===== src/rtl/core_boot_loader_if.sv =====
// Shared packet/store types and the bus bundle between the boot loader,
// its three ROMs, the data memory store port and the core's network port.
package core_boot_loader_pkg;

    typedef enum logic [2:0] {
        NET_NULL  = 3'd0,
        NET_INSTR = 3'd1,
        NET_REG   = 3'd2,
        NET_BAR   = 3'd3,
        NET_PC    = 3'd4
    } net_op_e;

    typedef struct packed {
        logic [9:0]  net_id;
        net_op_e     net_op;
        logic [4:0]  reserved;
        logic [31:0] net_data;
        logic [9:0]  net_addr;
    } net_packet_s;

    typedef struct packed {
        logic        valid;
        logic        yumi;
        logic        wen;
        logic        byte_not_word;
        logic [31:0] write_data;
    } mem_in_s;

endpackage

interface core_boot_loader_if;
    import core_boot_loader_pkg::*;

    logic [9:0]  data_rom_addr_o;
    logic [31:0] data_rom_i;
    logic [9:0]  instr_rom_addr_o;
    logic [15:0] instr_rom_i;
    logic [5:0]  reg_rom_addr_o;
    logic [39:0] reg_rom_i;
    mem_in_s     mem_port_o;
    logic [31:0] mem_addr_o;
    logic        select_o;
    net_packet_s net_packet_o;

    // Loader side: drives ROM addresses, stores and packets.
    modport master (
        output data_rom_addr_o, instr_rom_addr_o, reg_rom_addr_o,
        output mem_port_o, mem_addr_o, select_o, net_packet_o,
        input  data_rom_i, instr_rom_i, reg_rom_i
    );

    // ROM / memory / core side.
    modport slave (
        input  data_rom_addr_o, instr_rom_addr_o, reg_rom_addr_o,
        input  mem_port_o, mem_addr_o, select_o, net_packet_o,
        output data_rom_i, instr_rom_i, reg_rom_i
    );

endinterface


===== src/rtl/core_boot_loader.sv =====
// Boot sequencer: streams the data image into data memory, then the
// instruction and register images as packets, then BAR and PC packets,
// and finally hands data memory ownership to the core.
module core_boot_loader
    import core_boot_loader_pkg::*;
#(
    parameter int          DATA_COUNT_P  = 1024,
    parameter int          INSTR_COUNT_P = 1024,
    parameter int          REG_COUNT_P   = 64,
    parameter logic [9:0]  CORE_ID_P     = 10'd1,
    parameter logic [31:0] BAR_MASK_P    = 32'h2,
    parameter logic [9:0]  BAR_ADDR_P    = 10'd24,
    parameter logic [31:0] START_PC_P    = 32'h5
) (
    input  logic              clk,
    input  logic              reset,
    input  logic              start_i,
    core_boot_loader_if.master bus,
    output logic              busy_o,
    output logic              done_o
);

    localparam int MAX_DI_LP    = (DATA_COUNT_P > INSTR_COUNT_P) ? DATA_COUNT_P : INSTR_COUNT_P;
    localparam int MAX_COUNT_LP = (MAX_DI_LP > REG_COUNT_P) ? MAX_DI_LP : REG_COUNT_P;
    localparam int IDX_W_LP     = (MAX_COUNT_LP > 1) ? $clog2(MAX_COUNT_LP) : 1;

    localparam logic [IDX_W_LP-1:0] DATA_LAST_LP  = IDX_W_LP'(DATA_COUNT_P - 1);
    localparam logic [IDX_W_LP-1:0] INSTR_LAST_LP = IDX_W_LP'(INSTR_COUNT_P - 1);
    localparam logic [IDX_W_LP-1:0] REG_LAST_LP   = IDX_W_LP'(REG_COUNT_P - 1);

    if (DATA_COUNT_P < 1 || INSTR_COUNT_P < 1 || REG_COUNT_P < 1 ||
        DATA_COUNT_P > 1024 || INSTR_COUNT_P > 1024 || REG_COUNT_P > 64) begin : g_bad_count
        $error("core_boot_loader: COUNT parameters must be 1..ROM depth");
    end

    typedef enum logic [2:0] {
        ST_IDLE, ST_DATA, ST_GAP, ST_INSTR, ST_REG, ST_BAR, ST_PC, ST_DONE
    } state_e;

    typedef enum logic [2:0] {
        TAG_DATA, TAG_INSTR, TAG_REG, TAG_BAR, TAG_PC
    } tag_e;

    state_e                state_q, state_d;
    logic [IDX_W_LP-1:0]   idx_q, idx_d;
    logic [IDX_W_LP-1:0]   k_q, k_d;
    logic                  gap_q, gap_d;
    logic                  select_q, select_d;
    logic                  issue_q, issue_d;
    tag_e                  tag_q, tag_d;
    logic                  start_prev_q, start_prev_d;

    logic [31:0] idx_ext;
    logic [31:0] k_ext;

    assign idx_ext = 32'(idx_q);
    assign k_ext   = 32'(k_q);

    // DONE is only reported once the PC packet has left the pipeline.
    assign done_o = (state_q == ST_DONE) && !issue_q;
    assign busy_o = (state_q != ST_IDLE) && !done_o;

    // State, index and issue-pipeline registers.
    always_ff @(posedge clk or posedge reset) begin
        if (reset) begin
            state_q      <= ST_IDLE;
            idx_q        <= '0;
            k_q          <= '0;
            gap_q        <= 1'b0;
            select_q     <= 1'b0;
            issue_q      <= 1'b0;
            tag_q        <= TAG_DATA;
            start_prev_q <= 1'b0;
        end else begin
            state_q      <= state_d;
            idx_q        <= idx_d;
            k_q          <= k_d;
            gap_q        <= gap_d;
            select_q     <= select_d;
            issue_q      <= issue_d;
            tag_q        <= tag_d;
            start_prev_q <= start_prev_d;
        end
    end

    // Next state: walk the phases, issuing one ROM index per cycle.
    // A restart from DONE needs a fresh rising edge so a held start runs once.
    always_comb begin
        state_d      = state_q;
        idx_d        = idx_q;
        k_d          = idx_q;
        gap_d        = gap_q;
        select_d     = select_q;
        issue_d      = 1'b0;
        tag_d        = tag_q;
        start_prev_d = start_i;
        unique case (state_q)
            ST_IDLE: begin
                if (start_i) begin
                    state_d  = ST_DATA;
                    idx_d    = '0;
                    select_d = 1'b0;
                end
            end
            ST_DATA: begin
                issue_d = 1'b1;
                tag_d   = TAG_DATA;
                if (idx_q == DATA_LAST_LP) begin
                    state_d = ST_GAP;
                    idx_d   = '0;
                    gap_d   = 1'b0;
                end else begin
                    idx_d = idx_q + IDX_W_LP'(1);
                end
            end
            ST_GAP: begin
                if (gap_q) begin
                    state_d  = ST_INSTR;
                    gap_d    = 1'b0;
                    select_d = 1'b1;
                end else begin
                    gap_d = 1'b1;
                end
            end
            ST_INSTR: begin
                issue_d = 1'b1;
                tag_d   = TAG_INSTR;
                if (idx_q == INSTR_LAST_LP) begin
                    state_d = ST_REG;
                    idx_d   = '0;
                end else begin
                    idx_d = idx_q + IDX_W_LP'(1);
                end
            end
            ST_REG: begin
                issue_d = 1'b1;
                tag_d   = TAG_REG;
                if (idx_q == REG_LAST_LP) begin
                    state_d = ST_BAR;
                    idx_d   = '0;
                end else begin
                    idx_d = idx_q + IDX_W_LP'(1);
                end
            end
            ST_BAR: begin
                issue_d = 1'b1;
                tag_d   = TAG_BAR;
                state_d = ST_PC;
            end
            ST_PC: begin
                issue_d = 1'b1;
                tag_d   = TAG_PC;
                state_d = ST_DONE;
            end
            ST_DONE: begin
                if (done_o && start_i && !start_prev_q) begin
                    state_d  = ST_DATA;
                    idx_d    = '0;
                    select_d = 1'b0;
                end
            end
            default: begin
                state_d = ST_IDLE;
            end
        endcase
    end

    // ROM addresses follow the index only during the matching issue phase.
    always_comb begin
        bus.data_rom_addr_o  = (state_q == ST_DATA)  ? idx_ext[9:0] : '0;
        bus.instr_rom_addr_o = (state_q == ST_INSTR) ? idx_ext[9:0] : '0;
        bus.reg_rom_addr_o   = (state_q == ST_REG)   ? idx_ext[5:0] : '0;
    end

    // Output stage: combine the registered issue tag with the ROM read data.
    always_comb begin
        bus.mem_port_o            = '0;
        bus.mem_addr_o            = '0;
        bus.select_o              = select_q;
        bus.net_packet_o          = '0;
        bus.net_packet_o.net_id   = CORE_ID_P;
        bus.net_packet_o.net_op   = NET_NULL;
        if (issue_q) begin
            unique case (tag_q)
                TAG_DATA: begin
                    bus.mem_port_o.valid         = 1'b1;
                    bus.mem_port_o.yumi          = 1'b1;
                    bus.mem_port_o.wen           = 1'b1;
                    bus.mem_port_o.byte_not_word = 1'b0;
                    bus.mem_port_o.write_data    = bus.data_rom_i;
                    bus.mem_addr_o               = {k_ext[29:0], 2'b00};
                end
                TAG_INSTR: begin
                    bus.net_packet_o.net_op   = NET_INSTR;
                    bus.net_packet_o.net_data = {16'b0, bus.instr_rom_i};
                    bus.net_packet_o.net_addr = k_ext[9:0];
                end
                TAG_REG: begin
                    bus.net_packet_o.net_op   = NET_REG;
                    bus.net_packet_o.net_data = bus.reg_rom_i[31:0];
                    bus.net_packet_o.net_addr = {4'b0, bus.reg_rom_i[37:32]};
                end
                TAG_BAR: begin
                    bus.net_packet_o.net_op   = NET_BAR;
                    bus.net_packet_o.net_data = BAR_MASK_P;
                    bus.net_packet_o.net_addr = BAR_ADDR_P;
                end
                TAG_PC: begin
                    bus.net_packet_o.net_op   = NET_PC;
                    bus.net_packet_o.net_data = START_PC_P;
                    bus.net_packet_o.net_addr = '0;
                end
                default: begin
                    bus.net_packet_o.net_op = NET_NULL;
                end
            endcase
        end
    end

    logic unused_bits;
    assign unused_bits = ^{bus.reg_rom_i[39:38], k_ext[31:30], idx_ext[31:10]};

endmodule


===== src/flat_wrapper.sv =====
// flat-port wrapper written by rule: the top's interface ports become plain ports
module core_boot_loader_flat import core_boot_loader_pkg::*;
#(
    parameter int          DATA_COUNT_P  = 1024,
    parameter int          INSTR_COUNT_P = 1024,
    parameter int          REG_COUNT_P   = 64,
    parameter logic [9:0]  CORE_ID_P     = 10'd1,
    parameter logic [31:0] BAR_MASK_P    = 32'h2,
    parameter logic [9:0]  BAR_ADDR_P    = 10'd24,
    parameter logic [31:0] START_PC_P    = 32'h5
)
  (clk, reset, start_i, busy_o, done_o, bus_data_rom_addr_o, bus_instr_rom_addr_o, bus_reg_rom_addr_o, bus_mem_port_o, bus_mem_addr_o, bus_select_o, bus_net_packet_o, bus_data_rom_i, bus_instr_rom_i, bus_reg_rom_i);
  core_boot_loader_if bus_i ();
  input  logic clk;
  input  logic reset;
  input  logic start_i;
  output logic busy_o;
  output logic done_o;
  output wire logic [$bits(bus_i.data_rom_addr_o)-1:0] bus_data_rom_addr_o;
  output wire logic [$bits(bus_i.instr_rom_addr_o)-1:0] bus_instr_rom_addr_o;
  output wire logic [$bits(bus_i.reg_rom_addr_o)-1:0] bus_reg_rom_addr_o;
  output wire logic [$bits(bus_i.mem_port_o)-1:0] bus_mem_port_o;
  output wire logic [$bits(bus_i.mem_addr_o)-1:0] bus_mem_addr_o;
  output wire logic [$bits(bus_i.select_o)-1:0] bus_select_o;
  output wire logic [$bits(bus_i.net_packet_o)-1:0] bus_net_packet_o;
  input wire logic [$bits(bus_i.data_rom_i)-1:0] bus_data_rom_i;
  input wire logic [$bits(bus_i.instr_rom_i)-1:0] bus_instr_rom_i;
  input wire logic [$bits(bus_i.reg_rom_i)-1:0] bus_reg_rom_i;
  assign bus_data_rom_addr_o = bus_i.data_rom_addr_o;
  assign bus_instr_rom_addr_o = bus_i.instr_rom_addr_o;
  assign bus_reg_rom_addr_o = bus_i.reg_rom_addr_o;
  assign bus_mem_port_o = bus_i.mem_port_o;
  assign bus_mem_addr_o = bus_i.mem_addr_o;
  assign bus_select_o = bus_i.select_o;
  assign bus_net_packet_o = bus_i.net_packet_o;
  assign bus_i.data_rom_i = bus_data_rom_i;
  assign bus_i.instr_rom_i = bus_instr_rom_i;
  assign bus_i.reg_rom_i = bus_reg_rom_i;
  core_boot_loader #(.DATA_COUNT_P(DATA_COUNT_P), .INSTR_COUNT_P(INSTR_COUNT_P), .REG_COUNT_P(REG_COUNT_P), .CORE_ID_P(CORE_ID_P), .BAR_MASK_P(BAR_MASK_P), .BAR_ADDR_P(BAR_ADDR_P), .START_PC_P(START_PC_P)) u_core (.clk(clk), .reset(reset), .start_i(start_i), .bus(bus_i), .busy_o(busy_o), .done_o(done_o));
endmodule

===== config.mk =====
export PLATFORM = sky130hd
export DESIGN_NAME = core_boot_loader_flat
export DESIGN_NICKNAME = d
export VERILOG_FILES = /design/src/rtl/core_boot_loader_if.sv /design/src/rtl/core_boot_loader.sv /design/src/flat_wrapper.sv
export SDC_FILE = /design/constraint.sdc
export NUM_CORES = 1
export LEC_CHECK = 0
export ABC_AREA = 0
export ABC_CLOCK_PERIOD_IN_PS = 2150
export CORE_MARGIN = 1.5
export CORE_UTILIZATION = 33
export CTS_CLUSTER_SIZE = 8
export DETAILED_ROUTE_END_ITERATION = 16
export GPL_ROUTABILITY_DRIVEN = 0
export PLACE_DENSITY = 0.81
export SLEW_MARGIN = 20
export SYNTH_ARGS = -nofsm -noshare
export SYNTH_HDL_FRONTEND = slang
export SYNTH_SLANG_ARGS = --single-unit

===== constraint.sdc =====
create_clock -name clk -period 2.15 [get_ports clk]
set_clock_uncertainty 0.05 [all_clocks]
set_input_delay 0.43 -clock clk [delete_from_list [all_inputs] [get_ports clk]]
set_output_delay 0.43 -clock clk [all_outputs]
set_load 0.005 [all_outputs]

==> metrics.txt <==
status finished with violations; failing checks setup timing; PnR worst setup slack -0.174 ns; fin crit period approximately 2.3 ns; die width 97.4 um; Via-to-Cell Ratio between 5 and 6; fin area 0.00583 sq mm; synthesized area just under 0.003 sq mm; element type at the critical path end primary output; clock power share a little under a tenth; reg-to-reg endpoint u_core.idx_q[8]; Placement Rows 34; setup slack, reg-to-reg -0.04 ns; Worst Setup SP u_core.tag_q[2]; DRC violations left 0; switching power 2150 uW; ANT nets after route 0; Mean Syn Cell Area slightly below 8 sq um; Final period util 108%; dominant delay contributor by cell family on the critical path buffers and inverters; Clock Tree Buf Depth 2; Worst-path clk slew about 0.060 ns; Fillers between 600 and 700; Worst path most repeated cell buf_4; slowest CP cell clkdlybuf4s50_1; critical path class reg -> out; commonest non-fill, non-tap cell in the layout clkdlybuf4s50_1; Critical Path Start Type flop; Pwr Density ~900 mW/mm^2; CTS tree yes; Post-CTS Hold Buffers 0; Area after DPL roughly 0.0051 sq mm; WL final around 15000 um; Die ar. approximately 0.0095 sq mm; layout cell share with drive strength beyond 1 41.8%; Cell Count, Final, Fillers Out approximately 750; Pint a little over 3000 uW; max incr delay on CP 0.53 ns; Iter 0 DRT Violations 193; count of different cell masters after synthesis 54; most frequent cells in the layout clkdlybuf4s50_1, buf_4, buf_6; Leak between 0.002 and 0.003 uW; first-pass detailed-route iteration total 6; Post-Synthesis Cells 370; # clock sinks 30; synthesis-to-layout area growth 98.3%; Worst IR Drop VDD approximately 0.58 mV; Reg power frac approximately a fifth; unrepaired setup endpoints after global routing true; diode count 0; GRT Util Overall 27.9%; number of global-route vias before repair 3732; drt wl/cell slightly below 20 um; Seq/Total Area, Yosys between 20 and 30%; Max Clk Rate between 400 and 500 MHz; MaxCap Viol Count 0; Seq cells post-synth 30; gr ovfl total 0; routed via count just under 4000; Inserted Clock Buffers 5; dpl cells between 600 and 700; pre-CTS setup slack -0.0869 ns; CTS H-tree lvls 2; CP arrival approximately 1.8 ns; input/output buffers 207; Buf/Inv on CP 3; first-pass GRT wire length 21100 um; Yosys warning count 0; Detailed Place HPWL approximately 9800 um; DIE HEIGHT around 97 um; critical-path cell list buf_4 > nand2b_4 > buf_4 > nor2_2 > clkdlybuf4s50_1; multi-input logic area between 0.002 and 0.0025 sq mm; combinational share of power 72.1%; crit path max fanout 20; core area between 0.008 and 0.009 sq mm; Hold Fails Final Rpt 0; I/O pin cnt ~250; largest net degree at the start of global routing 31; setup violators final 37; initial antenna violation count 0; end of the critical path bus_net_packet_o[0]; Worst Hold Class reg -> reg; Final Slew Violations 0; Register Area 756 sq um; CP Data Required Time around 1.7 ns; switching share of power approximately two fifths; Initial Util between 30% and 40%; fin nets 741; Worst Reg2Reg Path Length in Cells 9; worst r2r src u_core.state_q[0]; clk_lat worst skew ~0.29 ns; cell depth of the worst setup path 5; Root Driver clkbuf_8; Final Util 67.2%
what timing repair did:
item | CTS | global route
resized for setup | 327 | 161
pin swaps | 15 | 29
setup endpoints to repair | 115 | 100
buffers inserted | 32 | 17
cloned | 7 | 1
worst reg2reg max path, cell delays in order, from the launching register on:
cell,delay (ns)
dfrtp_2,0.47
ha_4,0.21
nor2b_4,0.14
buf_6,0.14
buf_4,0.13
buf_4,0.14
o32ai_4,0.37
nor2_2,0.10
buf_4,0.16
o221ai_1,0.20
stage by stage:
| step | setup TNS (ns) | power, uW | hold WS (ns) |
|---|---|---|---|
| 2_1_floorplan | 0 | 2190 | 0.299 |
| 3_3_place_gp | -0.334 | 3820 | 0.434 |
| 3_5_place_dp | -0.546 | 3890 | 0.442 |
| 4_1_cts | -2.70 | 4690 | 0.470 |
| 5_1_grt | -6.48 | 5500 | 0.502 |
| 6_report | -1.92 | 5250 | 0.471 |
worst min-delay path by stage:
stage | start | to | slack, ns | cells past startpoint
after floorplan | u_core.idx_q[9] | u_core.k_q[9] | 0.30 | 0
after CTS | u_core.gap_q | u_core.gap_q | 0.47 | 2
after global routing | u_core.gap_q | u_core.gap_q | 0.50 | 2
after detailed placement | u_core.bus.select_o | u_core.bus.select_o | 0.44 | 2
after global placement | u_core.gap_q | u_core.gap_q | 0.43 | 2
final | u_core.gap_q | u_core.gap_q | 0.47 | 2
final cells by class:
class	count	share of cell area [%]
clock inverters	2	0.215
clock buffers	6	1.42
multi-input cells	294	36.5
flip-flops and latches	30	13.0
repair buffers	301	45.8
well taps	108	2.32
inverters	13	0.837
flip-flops by register name (all words and copies together) (netlist names):
register             cells
u_core.tag_q             3
u_core.bus.select_o      1
u_core.idx_q            10
u_core.start_prev_q      1
u_core.state_q           3
u_core.gap_q             1
u_core.k_q              10
u_core.issue_q           1
synthesized netlist by cell type, drive strengths merged:
| master | instances | area share, % |
|---|---|---|
| o32a | 1 | 0.34 |
| o211ai | 7 | 2.0 |
| nand2 | 16 | 2.0 |
| o2111ai | 3 | 0.89 |
| and4 | 2 | 0.68 |
| clkbuf | 15 | 1.9 |
| or4 | 2 | 0.51 |
| o22ai | 2 | 0.43 |
| a22o | 1 | 0.30 |
| ha | 5 | 2.1 |
| and3 | 7 | 1.5 |
| and3b | 3 | 0.89 |
| o21a | 2 | 0.51 |
| buf | 54 | 14 |
| a2bb2oi | 3 | 0.89 |
| a31oi | 3 | 1.7 |
| a22oi | 17 | 4.3 |
| nor4 | 5 | 2.0 |
| nor3 | 3 | 0.51 |
| conb | 2 | 0.26 |
| nor2 | 30 | 3.8 |
| o32ai | 1 | 0.55 |
| nand3 | 5 | 0.85 |
| o311ai | 3 | 1.1 |
| dfrtp | 30 | 26 |
| o221ai | 4 | 1.2 |
| nand4 | 4 | 0.85 |
| and2 | 80 | 17 |
| nand3b | 1 | 0.26 |
| a21oi | 7 | 1.2 |
| o21bai | 1 | 0.26 |
| and2b | 1 | 0.26 |
| o311a | 1 | 0.34 |
| a211o | 1 | 0.30 |
| a41oi | 1 | 0.30 |
| a21o | 1 | 0.26 |
| nor2b | 8 | 1.7 |
| o21ai | 17 | 2.9 |
| mux2 | 1 | 0.38 |
| nand2b | 6 | 1.3 |
| inv | 13 | 1.7 |
| nor3b | 1 | 0.26 |
routing by layer:
layer	vias up	part of all wire [%]	track usage, %
li1	1737	-	-
met1	1892	36	34.3
met2	268	53	51.5
met3	60	7.4	4.46
met4	0	3.7	5.27
met5	-	0	0
cells by family (layout without fill, tap and decap cells):
kind of cell,Yosys count,after routing,share of synthesized area [%]
flops,30,30,25.5
other cells,2,38,0.255
fa+ha+maj,5,5,2.13
buf+inv,82,322,17.4
simple gates,174,174,34.5
compound gates,76,76,19.7
mux,1,1,0.383
power by group through the flow:
stage | sequential, uW | clock (uW) | combinational, uW
after floorplan | 859 | 0 | 1330
after global placement | 957 | 0 | 2870
after CTS | 968 | 475 | 3250
after global routing | 1010 | 504 | 3990
after detailed placement | 968 | 0 | 2920
final | 988 | 476 | 3780
Power figures use the tool's default switching activity.
